===== config.mk =====
export PLATFORM = sky130hd
export DESIGN_NAME = edge_refine_multi_flat
export DESIGN_NICKNAME = d
export VERILOG_FILES = /design/src/rtl/edge_refine_pkg.sv /design/src/rtl/edge_refine_multi_if.sv /design/src/rtl/edge_refine_channel.sv /design/src/rtl/edge_refine_multi.sv /design/src/flat_wrapper.sv
export SDC_FILE = /design/constraint.sdc
export NUM_CORES = 1
export LEC_CHECK = 0
export ABC_CLOCK_PERIOD_IN_PS = 2960
export CAP_MARGIN = 20
export CORE_MARGIN = 10
export CORE_UTILIZATION = 40
export DETAILED_ROUTE_END_ITERATION = 8
export MAX_ROUTING_LAYER = met4
export SLEW_MARGIN = 20
export SYNTH_ARGS = -nofsm -noshare
export SYNTH_HDL_FRONTEND = slang
export SYNTH_SLANG_ARGS = --single-unit

===== constraint.sdc =====
create_clock -name clk -period 2.96 [get_ports clk]
set_clock_uncertainty 0.1 [all_clocks]
set_input_delay 0.592 -clock clk [delete_from_list [all_inputs] [get_ports clk]]
set_output_delay 0.592 -clock clk [all_outputs]
set_load 0.1 [all_outputs]

===== src/rtl/edge_refine_pkg.sv =====
// Shared constants for input-conditioning blocks.
// Default counter width and synchroniser depth.
package edge_refine_pkg;

    localparam int ERF_CNT_BITS    = 8;
    localparam int ERF_SYNC_STAGES = 2;
    localparam int ERF_CHANNELS    = 4;

endpackage


===== src/rtl/edge_refine_multi_if.sv =====
// Input/output bundle of the multi-channel glitch filter.
// master drives raw inputs, slave is the filter.
interface edge_refine_multi_if #(
    parameter int CHANNELS = 4,
    parameter int CNT_BITS = 8
);
    logic                tick;
    logic [CNT_BITS-1:0] threshold;
    logic [CHANNELS-1:0] in;
    logic [CHANNELS-1:0] out;
    logic [CHANNELS-1:0] rise;
    logic [CHANNELS-1:0] fall;
    logic                any_change;

    modport master (
        output tick, threshold, in,
        input  out, rise, fall, any_change
    );

    modport slave (
        input  tick, threshold, in,
        output out, rise, fall, any_change
    );
endinterface


===== src/rtl/edge_refine_channel.sv =====
// One filter channel: synchroniser, run counter,
// filtered level and edge pulse registers.
module edge_refine_channel #(
    parameter int   CNT_BITS    = 8,
    parameter int   SYNC_STAGES = 2,
    parameter logic RESET_LEVEL = 1'b0
) (
    input  logic                clk,
    input  logic                rst_n,
    input  logic                tick,
    input  logic [CNT_BITS-1:0] teff,
    input  logic                din,
    output logic                out,
    output logic                rise,
    output logic                fall,
    output logic                flip
);
    logic [SYNC_STAGES-1:0] sync;
    logic                   s;
    logic [CNT_BITS-1:0]    cnt;
    logic [CNT_BITS:0]      cnt_inc;

    assign s       = sync[SYNC_STAGES-1];
    assign cnt_inc = {1'b0, cnt} + (CNT_BITS+1)'(1);
    assign flip    = (s != out) && tick &&
                     (cnt_inc >= {1'b0, teff});

    // Synchronise the raw input through a flop chain.
    always_ff @(posedge clk or negedge rst_n) begin
        if (!rst_n) begin
            sync <= {SYNC_STAGES{RESET_LEVEL}};
        end else begin
            sync <= {sync[SYNC_STAGES-2:0], din};
        end
    end

    // Count disagreeing ticks; flip and pulse at the threshold.
    always_ff @(posedge clk or negedge rst_n) begin
        if (!rst_n) begin
            out  <= RESET_LEVEL;
            cnt  <= '0;
            rise <= 1'b0;
            fall <= 1'b0;
        end else begin
            rise <= 1'b0;
            fall <= 1'b0;
            if (s == out) begin
                cnt <= '0;
            end else if (flip) begin
                out  <= s;
                cnt  <= '0;
                rise <= s;
                fall <= ~s;
            end else if (tick) begin
                cnt <= cnt_inc[CNT_BITS-1:0];
            end
        end
    end
endmodule


===== src/rtl/edge_refine_multi.sv =====
// Multi-channel glitch filter with hysteresis.
// Normalises the threshold and merges edge pulses.
module edge_refine_multi
    import edge_refine_pkg::*;
#(
    parameter int   CHANNELS    = ERF_CHANNELS,
    parameter int   CNT_BITS    = ERF_CNT_BITS,
    parameter int   SYNC_STAGES = ERF_SYNC_STAGES,
    parameter logic RESET_LEVEL = 1'b0
) (
    input logic              clk,
    input logic              rst_n,
    edge_refine_multi_if.slave bus
);
    logic [CNT_BITS-1:0] teff;
    logic [CHANNELS-1:0] out_v;
    logic [CHANNELS-1:0] rise_v;
    logic [CHANNELS-1:0] fall_v;
    logic [CHANNELS-1:0] flip_v;
    logic                any_q;

    assign teff = (bus.threshold == '0) ? CNT_BITS'(1)
                                        : bus.threshold;

    for (genvar i = 0; i < CHANNELS; i++) begin : g_ch
        edge_refine_channel #(
            .CNT_BITS    (CNT_BITS),
            .SYNC_STAGES (SYNC_STAGES),
            .RESET_LEVEL (RESET_LEVEL)
        ) u_ch (
            .clk   (clk),
            .rst_n (rst_n),
            .tick  (bus.tick),
            .teff  (teff),
            .din   (bus.in[i]),
            .out   (out_v[i]),
            .rise  (rise_v[i]),
            .fall  (fall_v[i]),
            .flip  (flip_v[i])
        );
    end

    // Register the OR of all flips alongside the edge pulses.
    always_ff @(posedge clk or negedge rst_n) begin
        if (!rst_n) begin
            any_q <= 1'b0;
        end else begin
            any_q <= |flip_v;
        end
    end

    assign bus.out        = out_v;
    assign bus.rise       = rise_v;
    assign bus.fall       = fall_v;
    assign bus.any_change = any_q;
endmodule


===== src/flat_wrapper.sv =====
// flat-port wrapper written by rule: the top's interface ports become plain ports
module edge_refine_multi_flat import edge_refine_pkg::*;
#(
    parameter int   CHANNELS    = ERF_CHANNELS,
    parameter int   CNT_BITS    = ERF_CNT_BITS,
    parameter int   SYNC_STAGES = ERF_SYNC_STAGES,
    parameter logic RESET_LEVEL = 1'b0
)
  (clk, rst_n, bus_tick, bus_threshold, bus_in, bus_out, bus_rise, bus_fall, bus_any_change);
  edge_refine_multi_if #(.CHANNELS(CHANNELS), .CNT_BITS(CNT_BITS)) bus_i ();
  input logic clk;
  input logic rst_n;
  input wire logic [$bits(bus_i.tick)-1:0] bus_tick;
  input wire logic [$bits(bus_i.threshold)-1:0] bus_threshold;
  input wire logic [$bits(bus_i.in)-1:0] bus_in;
  output wire logic [$bits(bus_i.out)-1:0] bus_out;
  output wire logic [$bits(bus_i.rise)-1:0] bus_rise;
  output wire logic [$bits(bus_i.fall)-1:0] bus_fall;
  output wire logic [$bits(bus_i.any_change)-1:0] bus_any_change;
  assign bus_i.tick = bus_tick;
  assign bus_i.threshold = bus_threshold;
  assign bus_i.in = bus_in;
  assign bus_out = bus_i.out;
  assign bus_rise = bus_i.rise;
  assign bus_fall = bus_i.fall;
  assign bus_any_change = bus_i.any_change;
  edge_refine_multi #(.CHANNELS(CHANNELS), .CNT_BITS(CNT_BITS), .SYNC_STAGES(SYNC_STAGES), .RESET_LEVEL(RESET_LEVEL)) u_core (.clk(clk), .rst_n(rst_n), .bus(bus_i));
endmodule

---- Word level (Yosys, flattened, before mapping) ----
Index checks and enable logic that the tools add are counted.
word-level totals
  flip-flop bits (word level) ............. 53
  logic and storage cells ................. 92
  output and inout port bits .............. 13
operators by class
  bitwise gates (word level) .............. 8
  add/subtract/negate cells ............... 4
  mux-type cells .......................... 29
  reductions and logical operators ........ 18
  equal/unequal tests ..................... 8
  $lt $le $gt $ge ......................... 4
operators with widths
  cell                                                            number
  8-bit 2-to-1 mux                                                13
  8-bit by 1-bit adder with 9-bit output (second input constant)  4
  9-bit by 8-bit >= comparator with 1-bit output                  4
  1-bit 2-to-1 mux                                                16
  3-bit nonzero test                                              4
  1-bit logical AND                                               8
  8-bit zero test                                                 1
  1-bit inverter                                                  8
  2-bit AND reduction                                             4
  1-bit equality test                                             4
  1-bit inequality test                                           4
  4-bit OR reduction                                              1

---- Longest topological paths before layout ----
Gate-level depths: netlist of run 1.
  depth in word-level cells ............... 6
  gate-level depth with buffers ........... 12

---- Modules after synthesis ----
From an unflattened synthesis of run 1, not the netlist that was laid out.
unflattened totals
  cells, all modules ...................... 300
  area, all modules ....................... 3408.3 um^2
by module, submodules not included
  module                                         cells each  area an instance (um^2)  sequential area each (um^2)  times used
  edge_refine_channel (u_core.g_ch[1].u_ch ...)  72          833.3                    325.3                        3
  edge_refine_channel (u_core.g_ch[0].u_ch)      72          830.8                    325.3                        1
  edge_refine_multi                              12          77.6                     25.0                         1

---- Worst setup path after synthesis of run 1 ----
No wires, ideal clock.
  kind .................................... input -> register
  from .................................... in bus_threshold[2]
  to ...................................... reg u_core.any_q (netlist: u_core.bus.any_change)
  setup time .............................. 0.139 ns
  arrival time ............................ 2.707 ns
  stages .................................. 10
  setup slack ............................. 0.015 ns
  cell sequence ........................... clkbuf_1 > nor3_1 > a41o_1 > ha_1 > nand2b_1 > a21oi_1 > a211oi_1 > o21ai_0 > a21oi_1 > or4_1
between the ends
  longest elaborated chain between the ends .. 5
  elaborated cells between the ends (all ways) .. 11
  classes of those cells .................. 4 x order compare; 1 x mux; 6 x reduce/logical
ends and longest elaborated chain
  element                                         line                       RTL
  from (decl)                                     flat_wrapper.sv:14         input wire logic [$bits(bus_i.threshold)-1:0] bus_threshold;
  8-bit zero test                                 edge_refine_multi.sv:22    assign teff = (bus.threshold == '0) ? CNT_BITS'(1)
  8-bit 2-to-1 mux (*)                            edge_refine_multi.sv:22
  9-bit by 8-bit >= comparator with 1-bit output  edge_refine_channel.sv:26  (cnt_inc >= {1'b0, teff});
  1-bit logical AND                               edge_refine_channel.sv:25  assign flip = (s != out) && tick &&
  4-bit OR reduction (*)                          edge_refine_multi.sv:48    any_q <= |flip_v;
  to (signal assigned)                            edge_refine_multi.sv:48
  to (decl)                                       edge_refine_multi.sv:20    logic any_q;
Every way passes the cells marked *; elsewhere a longest branch is shown, timed or not.
A chain may end at the register's enable or synchronous reset.

---- Worst setup path in the final report of run 1 ----
  from .................................... in bus_threshold[1]
  to ...................................... reg u_core.any_q (netlist: u_core.bus.any_change)
The elaborated chain is that of the path after synthesis.

==> metrics.md, run 1 <==
| Metric | Value |
|---|---|
| Final Wtd Congestion | `0.8914` |
| Synthesized-area fraction occupied by adder cells | `12.15%` |
| Post-synth top area share | `40.26%` |
| Post-Synthesis Cells | `329` |
| Drt pass-1 iters | `4` |
| Post-Syn Nets | `376` |
| WS Path Type | `input pin to register` |
| Final setup fails | `0` |
| Simple-gate share of the synthesized area | `16.26%` |
| CTS clock-pin slew for the worst setup and hold paths | `100 ps` |
| Initial antenna violation count | `0` |
| Post-synth ARST share | `100.0%` |
| XOR/XNOR Fraction of Synth Area | `7.444%` |
| Initial core utilization | `40.50%` |
| Number of synthesized flops with an enable pin | `0` |
| CTS tree | `yes` |
| Clock Latency Late Sink | `310 ps` |
| Largest family of logic cells by synthesized area | `simple AND/OR/NAND/NOR gates` |
| Max FO, Critical Path | `3` |
| Top post-synthesis cells by count | `53 x dfrtp_1, 34 x nand2_1, 32 x ha_1` |
| Multiplexer share of the synthesized area | `2.013%` |
| Row cnt | `33` |
| Die width | `110.8 um` |
| Htree depth | `2` |
| Initial DRC Count | `97` |
| First-pass GRT wire length | `12.41 mm` |
| Slowest stage delay, CP | `510 ps` |
| Core Util, Final | `50.79%` |
| Die area | `12,270 um2` |
| Worst path slowest cell | `clkdlybuf4s50_1` |
| Top cells by area, synth | `dfrtp_1 40%, ha_1 12%, xnor2_1 4.0%` |
| Dpl ws | `-334.8 ps` |
| Vias post-DR | `2,535` |
| Dominant cell by count in the synthesized netlist | `dfrtp_1` |
| Critical path arrival | `3000 ps` |
| Vias in the first global route | `2,565` |
| Mean Syn Cell Area | `10.01 um2` |
| Synth area leader | `dfrtp_1` |
| Fmax | `342.8 MHz` |
| Crit path buf inv count | `5` |
| Synthesized area | `3294 um2` |
| Vias per cell | `5.173` |
| Remaining Overflow, GRT | `0` |
| Hold Crit Class | `input pin to asynchronous set/reset pin` |
| Final Hold Viols | `0` |
| Final wirelength | `7.427 mm` |
| Compound-gate portion of the synthesized area | `15.38%` |
| Area growth syn-to-layout | `25.41%` |
| Register area share after synthesis | `40.26%` |
| Final WS setup | `42.66 ps` |
| DRC viols | `0` |
| Final critical-path share of the clock period | `98.56%` |
| Cell Chain, Critical Path | `clkdlybuf4s50_1 > buf_4 > inv_1 > buf_12 > ha_1 > inv_1 > o221ai_1 > a221oi_2 > o21ai_1 > and3_4 > or4_1` |
| Peak supply drop | `303.9 uV` |
| Distinct cell type count after synthesis | `54` |
| R2r startpoint | `u_core.g_ch[3].u_ch.cnt[1]` |
| P_leak | `2.070 nW` |
| Tmin final | `2917 ps` |
| Maximum root-to-sink buffer count | `2` |
| Root buffer cell | `clkbuf_8` |
| Num CTS Buffers | `5` |
| Hpwl dp | `5.471 mm` |
| PortBufs | `27` |
| Crit path max-delay family | `buffers and inverters` |
| Setup crit start | `bus_threshold[1]` |
| Critical Path Source Type | `input pin` |
| Worst Tran Pin Value | `609.0 ps` |
| Synth warn | `0` |
| Yosys reg bits | `53` |
| CP required | `3040 ps` |
| Unrepaired setup endpoints after global routing | `yes` |
| Antenna cell count | `0` |
| CTS Hold Bufs | `0` |
| # nets final | `431` |
| Crit-path most repeated cell | `inv_1` |
| Max_slew headroom | `59.31%` |
| Share of cells above drive strength 1 | `27.01%` |
| Dominant synthesized flop cell | `dfrtp_1` |
| Sink Count | `53` |
| Core area | `8134 um2` |
| Outcome | `finished, final reports clean` |
| Slew Limit Fails | `0` |
| Routed len/inst | `15.16 um` |
| Max Cap Viol | `0` |
| I/O pin cnt | `28` |
| Final hold slack | `86.37 ps` |
| Pwr dens | `436.1 nW/um2` |
| Die Y | `110.8 um` |
| Endpoint class of the critical path | `register` |
| GR Util All Layers | `12.13%` |
| Pin count of the biggest net entering global routing | `21` |
| Antenna viol nets, final | `0` |
metrics by stage:
stage	power (mW)	instances	area, um2	setup TNS [ps]
4_1_cts	1.790	485	3963	-0.9881
2_1_floorplan	1.094	329	3294	0
3_5_place_dp	1.238	475	3802	-4475
5_1_grt	1.911	490	4131	-71.45
3_3_place_gp	1.230	475	3802	-2578
6_report	1.802	490	4131	0
routing by layer:
layer,up-vias,GRT usage (%),share of wire (%)
li1,1267,-,-
met1,1215,15.91,50
met2,44,18.87,46
met3,9,1.840,2.0
met4,0,3.472,1.5
met5,-,-,0
report_power, final:
group / total, mW / switching [mW] / internal, mW / leakage (nW)
Clock: 0.533 / 0.252 / 0.281 / 0.0633
Combinational: 0.471 / 0.268 / 0.203 / 1.29
Sequential: 0.797 / 0.0363 / 0.761 / 0.713
kinds of logic (layout without fill, tap and decap cells):
group / count (synthesis) / in the layout
AOI/OAI and AO/OA: 66 / 66
xor gates and xnor gates: 28 / 28
adders and majority gates: 32 / 32
buffers and inverters: 42 / 98
DFF: 53 / 53
muxes: 6 / 6
and+or+nand+nor: 102 / 102
repair_timing:
action,CTS,global route
buffers inserted,2,5
cloned,0,0
pin swaps,2,20
setup endpoints to repair,3,9
gates resized for setup,4,29
worst paths after layout:
path	end	cells after the start	slack, ps
max	u_core.bus.any_change	11	40
min	u_core.g_ch[3].u_ch.cnt[2]	1	90
max reg2reg	u_core.g_ch[3].u_ch.cnt[6]	11	80
min reg2reg	u_core.g_ch[1].u_ch.sync[1]	0	260
max in group asynchronous	u_core.bus.any_change	2	2070
min in group clk	u_core.g_ch[1].u_ch.sync[1]	0	260
sequential cells by signal, indices dropped and copies added, names as in the netlist:
signal,cells
u_core.g_ch.u_ch.rise,4
u_core.g_ch.u_ch.sync,8
u_core.g_ch.u_ch.cnt,32
u_core.g_ch.u_ch.fall,4
u_core.bus.any_change,1
u_core.g_ch.u_ch.out,4
cell usage in the layout (no fill, tap or decap), types with 5 or more instances in the layout:
cell type	instances
a21o_1	6
a21oi_1	8
a22o_1	10
a32o_1	6
and2_1	5
and3_1	5
buf_4	54
clkbuf_8	6
clkdlybuf4s50_1	12
dfrtp_1	52
ha_1	30
inv_1	20
nand2_1	32
nand3_1	15
nor2_1	7
nor2b_1	8
o21ai_0	9
xnor2_1	12
xor2_1	11
layout make-up:
class	count	area, um2
Clock buffer	6	82.58
Clock inverter	2	41.29
Fill cell	738	4003
Inverter	20	75.07
Multi-Input combinational cell	234	1899
Sequential cell	53	1328
Tap cell	105	131.4
Timing Repair Buffer	70	574.3
Note: power is estimated with default switching activity, not from simulation.
==> run 2: changes to the inputs <==
--- a/config.mk
+++ b/config.mk
@@ -5,7 +5,7 @@
 export SDC_FILE = /design/constraint.sdc
 export NUM_CORES = 1
 export LEC_CHECK = 0
-export ABC_CLOCK_PERIOD_IN_PS = 2960
+export ABC_CLOCK_PERIOD_IN_PS = 3100
 export CAP_MARGIN = 20
 export CORE_MARGIN = 10
 export CORE_UTILIZATION = 40
==> constraint.sdc (replaced) <==
create_clock -name clk -period 3.1 [get_ports clk]
set_clock_uncertainty 0.1 [all_clocks]
set_input_delay 0.31 -clock clk [delete_from_list [all_inputs] [get_ports clk]]
set_output_delay 0.31 -clock clk [all_outputs]
set_load 0.1 [all_outputs]
==> run 2 against run 1 <==
Via count fell by 4.2%. Sequential power fell by 4.3%. Critical endpoint unchanged. Die area did not move. Register-to-register slack improved by 70 ps. Final area fell by 7.1%. Critical path depth did not move. Cell count fell by 5.7%. Critical path type is now register to register. Global-route usage fell by 0.23 points. Sequential cell count did not move. Sequential share of layout area rose by 2.4 points. Clock power fell by 4.1%. First-iteration DRC count rose by 22%.
==> metrics.md, run 2 (same netlist as run 1, synthesis figures left out) <==
| Metric | Value |
|---|---|
| Final wirelength | `7.024 mm` |
| Die Y | `110.8 um` |
| Vias post-DR | `2,429` |
| Initial antenna violation count | `0` |
| P_leak | `1.891 nW` |
| Max FFs per register | `32` |
| Vias in the first global route | `2,500` |
| Final instance area | `3836 um2` |
| GR Util All Layers | `11.90%` |
| CP required | `3200 ps` |
| Initial DRC Count | `118` |
| CTS tree | `yes` |
| Final setup fails | `0` |
| Antenna viol nets, final | `0` |
| Max Cap Viol | `0` |
| Tmin final | `2947 ps` |
| Worst Tran Pin Value | `620.1 ps` |
| # nets final | `403` |
| CTS clock-pin slew for the worst setup and hold paths | `110 ps` |
| Endpoint class of the critical path | `register` |
| Final critical-path share of the clock period | `95.08%` |
| Initial core utilization | `40.50%` |
| Largest Register | `u_core.g_ch.u_ch.cnt` |
| Sink Count | `53` |
| Post-Layout Cell Count | `462` |
| Unrepaired setup endpoints after global routing | `yes` |
| # placed instances | `453` |
| Final Wtd Congestion | `0.8170` |
| Placed instance area | `3625 um2` |
| Setup TNS | `0 ps` |
| Die width | `110.8 um` |
| Dpl ws | `26.56 ps` |
| Maximum root-to-sink buffer count | `2` |
| Hold Crit Class | `register to register` |
| Max_slew headroom | `58.66%` |
| Row cnt | `33` |
| Regs by FF count | `u_core.g_ch.u_ch.cnt x32, u_core.g_ch.u_ch.sync x8` |
| Fmax | `339.3 MHz` |
| Htree depth | `2` |
| Max FO, Critical Path | `5` |
| WS Path Type | `register to register` |
| Critical path arrival | `3050 ps` |
| DRC viols | `0` |
| Critical Path Source Type | `register` |
| Drt pass-1 iters | `4` |
| Root buffer cell | `clkbuf_8` |
| Final WS setup | `152.6 ps` |
| Clock Latency Late Sink | `310 ps` |
| Vias per cell | `5.258` |
| Slew Limit Fails | `0` |
| Pin count of the biggest net entering global routing | `30` |
| Antenna cell count | `0` |
| Total power | `1.683 mW` |
| Commonest non-fill, non-tap cell in the layout | `dfrtp_1` |
| Share of cells above drive strength 1 | `17.37%` |
| Area growth syn-to-layout | `16.45%` |
| Final Hold Viols | `0` |
| Peak supply drop | `321.4 uV` |
| I/O pin cnt | `28` |
| PortBufs | `27` |
| Outcome | `finished, final reports clean` |
| Remaining Overflow, GRT | `0` |
| Die area | `12,270 um2` |
| Routed len/inst | `15.20 um` |
| Final hold slack | `259.9 ps` |
| First-pass GRT wire length | `12.14 mm` |
| Hpwl dp | `5.311 mm` |
| Num CTS Buffers | `5` |
| Core area | `8134 um2` |
| Core Util, Final | `47.16%` |
| Most frequent cells in the layout | `53 x dfrtp_1, 34 x nand2_1, 30 x ha_1` |
| Pwr dens | `438.6 nW/um2` |
## run 2: critical path, stage by stage, from the launching register on
cell	delay [ps]
dfrtp_1	440
ha_2	250
nand3_1	90
nor2_1	140
xor2_1	220
ha_1	280
and3_1	180
o2111a_1	150
a211oi_2	240
o21ai_0	120
and3_1	230
or4_1	400
## run 2: final cells by class
class | count | area (um2)
Clock inverter | 2 | 41.29
Multi-Input combinational cell | 234 | 1832
Fill cell | 768 | 4298
Tap cell | 105 | 131.4
Inverter | 20 | 75.07
Sequential cell | 53 | 1326
Clock buffer | 6 | 82.58
Timing Repair Buffer | 42 | 347.8
## run 2: timing repair
item,in CTS,in global routing
resized for setup,0,14
setup endpoints to repair,0,13
setup buffers,0,0
hold endpoints to repair,24,0
hold buffers,1,0
## run 2: metal layers
layer | track usage [%] | routed length, um | share of wire [%] | up-vias
li1 | - | - | - | 1212
met1 | 15.79 | 3593 | 51 | 1187
met2 | 18.44 | 3237 | 46 | 24
met3 | 2.056 | 133 | 1.9 | 6
met4 | 2.691 | 60 | 0.85 | 0
met5 | - | 0 | 0 | -
## run 2: path summary, 6_finish.rpt
path / from / end / slack (ps) / depth (start not counted)
min: u_core.g_ch[3].u_ch.sync[0] / u_core.g_ch[3].u_ch.sync[1] / 260 / 0
max: u_core.g_ch[0].u_ch.cnt[0] / u_core.bus.any_change / 150 / 11
max in group asynchronous: rst_n / u_core.g_ch[1].u_ch.cnt[7] / 1670 / 3
max reg2reg: u_core.g_ch[0].u_ch.cnt[0] / u_core.bus.any_change / 150 / 11
min reg2reg: u_core.g_ch[3].u_ch.sync[0] / u_core.g_ch[3].u_ch.sync[1] / 260 / 0
min in group asynchronous: rst_n / u_core.g_ch[3].u_ch.cnt[4] / 430 / 2
## run 2: power breakdown
part / internal (mW) / switching, mW / leakage [nW]
Clock: 0.269 / 0.242 / 0.0633
Sequential: 0.726 / 0.0371 / 0.715
Combinational: 0.166 / 0.242 / 1.11
Total: 1.16 / 0.521 / 1.89
